`config.mk`:
```
export PLATFORM = sky130hd
export DESIGN_NAME = boot_loader
export DESIGN_NICKNAME = d
export VERILOG_FILES = /design/src/rtl/boot_loader.sv
export SDC_FILE = /design/constraint.sdc
export NUM_CORES = 1
export LEC_CHECK = 0
export CORE_AREA = 2 2 101 103
export CTS_BUF_LIST = sky130_fd_sc_hd__clkbuf_16
export CTS_CLUSTER_DIAMETER = 200
export DETAILED_ROUTE_END_ITERATION = 6
export DIE_AREA = 0 0 103 105
export GPL_TIMING_DRIVEN = 0
export MAX_ROUTING_LAYER = met4
export PLACE_DENSITY = 0.81
export REMOVE_ABC_BUFFERS = 1
export SETUP_SLACK_MARGIN = 0.3
export SLEW_MARGIN = 5
export SYNTH_ARGS = -nofsm -noshare
export SYNTH_HDL_FRONTEND = slang
export SYNTH_SLANG_ARGS = --single-unit
```
`constraint.sdc`:
```
create_clock -name CLK100MHZ -period 2.79 [get_ports CLK100MHZ]
set_input_delay 0.558 -clock CLK100MHZ [delete_from_list [all_inputs] [get_ports CLK100MHZ]]
set_output_delay 0.558 -clock CLK100MHZ [all_outputs]
set_load 0.02 [all_outputs]
```
`src/rtl/boot_loader.sv`:
```
// Byte-stream program loader. Accepts a framed image
// (MAGIC, LEN_L, LEN_H, ADDR_L, ADDR_H, data..., CHK) on a valid/ready byte
// port, writes the data bytes into the working memory and releases the
// processor reset only after a frame whose 8-bit additive checksum matches.
module boot_loader #(
    parameter logic [7:0] MAGIC       = 8'hA5,
    parameter int         TIMEOUT_CYC = 1000000,
    parameter int         TO_W        = 20
) (
    input  logic        CLK100MHZ,
    input  logic        rst,
    input  logic        in_valid,
    input  logic [7:0]  in_data,
    output logic        in_ready,
    output logic        mem_we,
    output logic [15:0] mem_addr,
    output logic [7:0]  mem_wdata,
    output logic        cpu_rst,
    output logic        load_done,
    output logic        load_err
);

    typedef enum logic [3:0] {
        IDLE   = 4'd0,
        S_LENL = 4'd1,
        S_LENH = 4'd2,
        S_ADRL = 4'd3,
        S_ADRH = 4'd4,
        S_DATA = 4'd5,
        S_CHK  = 4'd6,
        DONE   = 4'd7,
        ERR    = 4'd8
    } state_t;

    localparam logic [TO_W-1:0] TO_LAST = TO_W'(TIMEOUT_CYC - 1);

    // Running modulo-256 checksum step.
    function automatic logic [7:0] sum8_add(input logic [7:0] acc, input logic [7:0] b);
        return acc + b;
    endfunction

    state_t          state_r, state_nxt_s;
    logic [15:0]     len_r;
    logic [15:0]     addr_r;
    logic [7:0]      sum_r;
    logic [TO_W-1:0] to_cnt_r;
    logic            mem_we_r;
    logic [15:0]     mem_addr_r;
    logic [7:0]      mem_wdata_r;
    logic            cpu_rst_r, load_done_r, load_err_r;
    logic            cpu_rst_s, load_done_s, load_err_s;
    logic            in_frame_s;
    logic            to_hit_s;
    logic            enter_lenl_s;

    // The loader never stalls the source; in_valid alone qualifies a byte.
    assign in_ready  = 1'b1;
    assign mem_we    = mem_we_r;
    assign mem_addr  = mem_addr_r;
    assign mem_wdata = mem_wdata_r;
    assign cpu_rst   = cpu_rst_r;
    assign load_done = load_done_r;
    assign load_err  = load_err_r;

    assign in_frame_s   = (state_r == S_LENL) || (state_r == S_LENH) || (state_r == S_ADRL) ||
                          (state_r == S_ADRH) || (state_r == S_DATA) || (state_r == S_CHK);
    assign to_hit_s     = in_frame_s && !in_valid && (to_cnt_r == TO_LAST);
    assign enter_lenl_s = (state_nxt_s == S_LENL) && (state_r != S_LENL);

    // State register.
    always_ff @(posedge CLK100MHZ or posedge rst) begin
        if (rst) begin
            state_r <= IDLE;
        end else begin
            state_r <= state_nxt_s;
        end
    end

    // Next-state decode: a timeout overrides everything, otherwise advance on accepted bytes.
    always_comb begin
        state_nxt_s = state_r;
        if (to_hit_s) begin
            state_nxt_s = ERR;
        end else if (in_valid) begin
            case (state_r)
                IDLE, DONE, ERR: begin
                    if (in_data == MAGIC) begin
                        state_nxt_s = S_LENL;
                    end else begin
                        state_nxt_s = state_r;
                    end
                end
                S_LENL: state_nxt_s = S_LENH;
                S_LENH: state_nxt_s = S_ADRL;
                S_ADRL: state_nxt_s = S_ADRH;
                S_ADRH: begin
                    if (len_r == 16'd0) begin
                        state_nxt_s = S_CHK;
                    end else begin
                        state_nxt_s = S_DATA;
                    end
                end
                S_DATA: begin
                    if (len_r == 16'd1) begin
                        state_nxt_s = S_CHK;
                    end else begin
                        state_nxt_s = S_DATA;
                    end
                end
                S_CHK: begin
                    if (in_data == sum_r) begin
                        state_nxt_s = DONE;
                    end else begin
                        state_nxt_s = ERR;
                    end
                end
                default: state_nxt_s = IDLE;
            endcase
        end else begin
            state_nxt_s = state_r;
        end
    end

    // Status decode from the state being entered; registered below so it lands one cycle after the deciding byte.
    always_comb begin
        cpu_rst_s   = (state_nxt_s != DONE);
        load_done_s = (state_nxt_s == DONE);
        load_err_s  = (state_nxt_s == ERR);
    end

    // Status registers.
    always_ff @(posedge CLK100MHZ or posedge rst) begin
        if (rst) begin
            cpu_rst_r   <= 1'b1;
            load_done_r <= 1'b0;
            load_err_r  <= 1'b0;
        end else begin
            cpu_rst_r   <= cpu_rst_s;
            load_done_r <= load_done_s;
            load_err_r  <= load_err_s;
        end
    end

    // Inter-byte idle counter, active only while a frame is in progress.
    always_ff @(posedge CLK100MHZ or posedge rst) begin
        if (rst) begin
            to_cnt_r <= '0;
        end else if (!in_frame_s || in_valid || to_hit_s) begin
            to_cnt_r <= '0;
        end else begin
            to_cnt_r <= to_cnt_r + TO_W'(1);
        end
    end

    // Frame header capture, address/length stepping and checksum accumulation.
    always_ff @(posedge CLK100MHZ or posedge rst) begin
        if (rst) begin
            len_r  <= 16'h0000;
            addr_r <= 16'h0000;
            sum_r  <= 8'h00;
        end else begin
            if (enter_lenl_s) begin
                sum_r <= 8'h00;
            end else if (in_valid && (state_r == S_DATA)) begin
                sum_r <= sum8_add(sum_r, in_data);
            end
            if (in_valid) begin
                case (state_r)
                    S_LENL: len_r[7:0]   <= in_data;
                    S_LENH: len_r[15:8]  <= in_data;
                    S_ADRL: addr_r[7:0]  <= in_data;
                    S_ADRH: addr_r[15:8] <= in_data;
                    S_DATA: begin
                        addr_r <= addr_r + 16'd1;
                        len_r  <= len_r - 16'd1;
                    end
                    default: begin
                        len_r  <= len_r;
                        addr_r <= addr_r;
                    end
                endcase
            end
        end
    end

    // Memory write port: one strobe per accepted data byte, address/data held between writes.
    always_ff @(posedge CLK100MHZ or posedge rst) begin
        if (rst) begin
            mem_we_r    <= 1'b0;
            mem_addr_r  <= 16'h0000;
            mem_wdata_r <= 8'h00;
        end else if (in_valid && (state_r == S_DATA)) begin
            mem_we_r    <= 1'b1;
            mem_addr_r  <= addr_r;
            mem_wdata_r <= in_data;
        end else begin
            mem_we_r    <= 1'b0;
        end
    end

endmodule
```
==> results.py <==
metrics = {
    "place": {
        "dp_hpwl_mm": 7.90,
        "io_buffers": 38,
        "dpl_worst_slack_ps": -824,
        "place_congestion": 0.951,
    },
    "critical_path": {
        "worstPathArrival_ps": 2740,
        "cp-start-kind": "flip-flop",
        "r2r_setup_slack_ps": 280,
        "end_kind": "flip-flop",
        "crit_path_max_fanout": 8,
        "slowest_stage": "or4_4",
        "reg2reg_depth": 8,
        "path_cells": "ha_4 -> or4_4 -> o31a_1 -> o211ai_1 -> o31ai_4 -> nor4_4 -> buf_6 -> a21oi_2",
        "endpoint": "sum_r[2]$_DFFE_PP0P_",
        "reg2reg_to": "sum_r[2]$_DFFE_PP0P_",
        "setup.worst_path.start": "sum_r[3]$_DFFE_PP0P_",
        "critPathKind": "flip-flop to flip-flop",
        "cp_slowest_stage_delay_ps": 530,
        "r2r-start": "sum_r[3]$_DFFE_PP0P_",
        "cp.required_ps": 3010,
    },
    "yosys": {
        "synth_area_per_cell_sq_um": 9.61,
        "syn_inst": 525,
        "synth-xor-area-share_pct": 3.65,
        "synth-simple-area-share_pct": 19.7,
        "synthArstFlopShare_pct": 100,
        "seq_area_frac_synth_pct": 45.7,
        "ys_seq_elements": 92,
        "synth-adder-area-share_pct": 3.37,
        "synth_compound_area_share_pct": 18.3,
        "synthMuxAreaShare_pct": 6.13,
        "synth_edf_count": 0,
        "yosysUniqueCellTypes": 63,
        "synth_top_family_by_area": "simple AND/OR/NAND/NOR gates",
        "synth-main-ff-cell": "dfrtp_1",
        "synth_area_sq_mm": 0.00504,
        "yosysWarnings": 0,
    },
    "timing": {
        "fmax_mhz": 398,
        "fin_skew_ps": 12.9,
        "max_slew_margin_pct": 51.1,
        "period_minus_slack_ps": 2510,
        "layout_setup_ws_ps": 275,
        "period_share_pct": 90.1,
        "worstMarginPinSlew_ps": 730,
        "slew_viol_final": 0,
        "finalSetupViolations": 0,
        "rsz0062_at_grt": "yes",
        "final-hold-violation-count": 0,
    },
    "global_route": {
        "grt_pass1_wl_mm": 20.4,
        "antenna_found_initial": 0,
        "grt_start_max_net_pins": 59,
        "grt_pass1_vias": 4206,
        "overflow": 0,
        "track_usage_pct": 24.3,
    },
    "pwr": {
        "switchingPower_mw": 2.55,
        "swShare_pct": 40.0,
        "power_mw": 6.38,
        "p_leak_nw": 2.54,
        "p_int_mw": 3.83,
        "ir_drop_mv": 0.493,
        "p_comb_share_pct": 42.9,
        "p_clk_share_pct": 19.5,
        "p_seq_share_pct": 37.6,
        "powerDensity_mw_per_mm2": 1030,
    },
    "route": {
        "wirelength_mm": 12.5,
        "routed_via_density": 6.21,
        "dr_total_vias": 4394,
        "final_antenna_net_count": 0,
        "drt-pass1-iter-count": 6,
        "wl_per_cell_um": 17.7,
        "route.detailed.drc": 0,
        "drtIter0Drc": 386,
    },
    "die": {
        "start_util_pct": 52.3,
        "die_width_um": 103,
        "dieArea_sq_mm": 0.0108,
        "ioPinCount": 40,
        "die_y_um": 105,
        "rows": 36,
        "core_sq_mm": 0.00964,
    },
    "run": {
        "max-cap-violations": 0,
    },
    "clocking": {
        "cts.sinks": 92,
        "path_clk_slew_ps": 60,
        "cts_hold_buf": 0,
        "cts_buffers": 9,
        "cts-root-buf": "clkbuf_16",
        "clk_latency_ps": 350,
        "cts_buffer_depth": 2,
        "cts_max_level": 3,
        "cts_tree": "done",
    },
    "outcome": {
        "status": "finished clean",
    },
    "final_layout": {
        "diodes": 0,
        "drive_above_1_share_pct": 19.5,
        "syn_to_final_growth_pct": 22.4,
        "fin_nets": 594,
    },
    "hold_path": {
        "worstHoldStart": "mem_wdata[7]$_DFFE_PP0P_",
        "min_path_type": "flip-flop to flip-flop",
    },
}
[registers in the layout (all words and copies together) (netlist names), 4 cells and up]
name       count
sum_r          8
len_r         16
addr_r        16
state_r        4
mem_addr      16
to_cnt_r      20
mem_wdata      8
[Yosys cell counts, types with 3 or more instances]
master / count / area [sq um]
nor4_1: 6 / 37.5
nor4_4: 3 / 63.8
nand2_1: 33 / 124
nor2b_1: 4 / 25.0
mux2i_1: 5 / 50.1
nand4_1: 5 / 31.3
nand3_1: 19 / 95.1
o22ai_1: 8 / 50.1
nor3_1: 18 / 90.1
nor2_1: 55 / 206
a21o_1: 5 / 37.5
xnor2_1: 8 / 70.1
a31oi_1: 8 / 50.1
dfrtp_1: 91 / 2280
or4_1: 3 / 22.5
o21a_1: 4 / 30.0
xor2_1: 13 / 114
or3_1: 10 / 62.6
a21oi_1: 56 / 280
mux2_2: 23 / 259
ha_1: 12 / 150
clkbuf_1: 17 / 63.8
and3_1: 6 / 37.5
a22o_1: 5 / 43.8
inv_1: 12 / 45.0
o21ai_0: 28 / 140
nand2b_1: 6 / 37.5
buf_1: 5 / 18.8
nand3b_1: 4 / 30.0
o22a_1: 6 / 52.6
a211oi_1: 3 / 22.5
a41o_1: 4 / 40.0
[worst min path at each step]
stage	end	depth (start not counted)
2_1_floorplan	len_r[11]$_DFFE_PP0P_	1
3_3_place_gp	mem_wdata[7]$_DFFE_PP0P_	1
3_5_place_dp	mem_wdata[7]$_DFFE_PP0P_	1
4_1_cts	mem_wdata[7]$_DFFE_PP0P_	1
5_1_grt	mem_addr[15]$_DFFE_PP0P_	1
6_report	mem_wdata[7]$_DFFE_PP0P_	1
[placed cells by master (no fill, tap or decap), drive strengths merged, types with 3 or more instances in the layout]
cell type      netlist  layout
o22ai                8       8
dfrtp               91      91
o21a                 4       4
a211oi               4       4
a21oi               56      56
or3                 10      10
mux2i                5       5
clkbuf              17       9
nand2b               6       6
mux2                23      23
ha                  12      12
nand3               19      19
xnor2                8       8
buf                  9      26
nor2b                4       4
a21o                 5       5
o31ai                3       3
nor2                55      55
a31oi                8       8
inv                 12      17
o21ai               28      28
nor4                10      10
or4                  3       3
a22oi                3       3
nand2               33      33
xor2                13      13
clkdlybuf4s50        0      29
nand4                5       5
nor3                19      19
a22o                 5       5
nand3b               4       5
o22a                 6       6
and3                 6       6
a41o                 4       4
[worst max-delay path: cells and delay by family, from the launching register on]
kind / cells / cell delay (ps)
AO/OA/AOI/OAI: 4 / 830
AND/OR/NAND/NOR: 2 / 690
flip-flops: 1 / 410
adder cells (fa/ha/maj): 1 / 250
buffers and inverters: 1 / 190
[metrics by stage]
| stage | instance area (sq um) | cells | hold slack [ps] | util [%] | setup TNS [ps] |
|---|---|---|---|---|---|
| floorplan | 4930 | 499 | 464 | - | -170030 |
| global placement | 5480 | 670 | 464 | 56.8 | -416970 |
| detailed placement | 5550 | 673 | 465 | 57.5 | -15040 |
| CTS | 6030 | 694 | 480 | 62.6 | 0 |
| global route | 6170 | 708 | 524 | 64.0 | 0 |
| finish | 6170 | 708 | 505 | 64.0 | 0 |
[repair_timing]
| action | in CTS | in global routing |
|---|---|---|
| gates resized for setup | 62 | 11 |
| cloned | 1 | 0 |
| pin swaps | 13 | 13 |
| setup buffers | 4 | 14 |
| setup endpoints to repair | 59 | 24 |
[routing by layer]
layer	global-route usage, %	vias to the layer above	share of wire [%]
met5	-	-	0
met4	8.83	0	2.7
met3	5.15	44	6.7
met2	38.1	186	49
met1	30.9	2158	41
li1	-	2006	-
[logic make-up after synthesis]
logic type | after synthesis
and+or+nand+nor | 186
AOI/OAI and AO/OA | 146
DFF | 92
buffers and inverters | 38
muxes | 28
xor gates and xnor gates | 21
adders and majority gates | 13
other | 1
[power groups by stage]
| stage | registers (mW) | logic [mW] | clock network, mW |
|---|---|---|---|
| final | 2.40 | 2.74 | 1.24 |
| after global routing | 2.48 | 2.97 | 1.31 |
| after CTS | 2.38 | 2.57 | 1.25 |
| after detailed placement | 2.36 | 2.40 | 0 |
| after global placement | 2.31 | 2.29 | 0 |
| after floorplan | 2.46 | 1.42 | 0 |
[cell type report]
| type | count | area, sq um |
|---|---|---|
| Clock buffer | 9 | 225 |
| Clock inverter | 7 | 72.6 |
| Fill cell | 754 | 3470 |
| Inverter | 12 | 47.5 |
| Multi-Input combinational cell | 396 | 2810 |
| Sequential cell | 92 | 2300 |
| Tap cell | 133 | 166 |
| Timing Repair Buffer | 59 | 551 |
No activity file was read; power rests on OpenSTA's default activity.
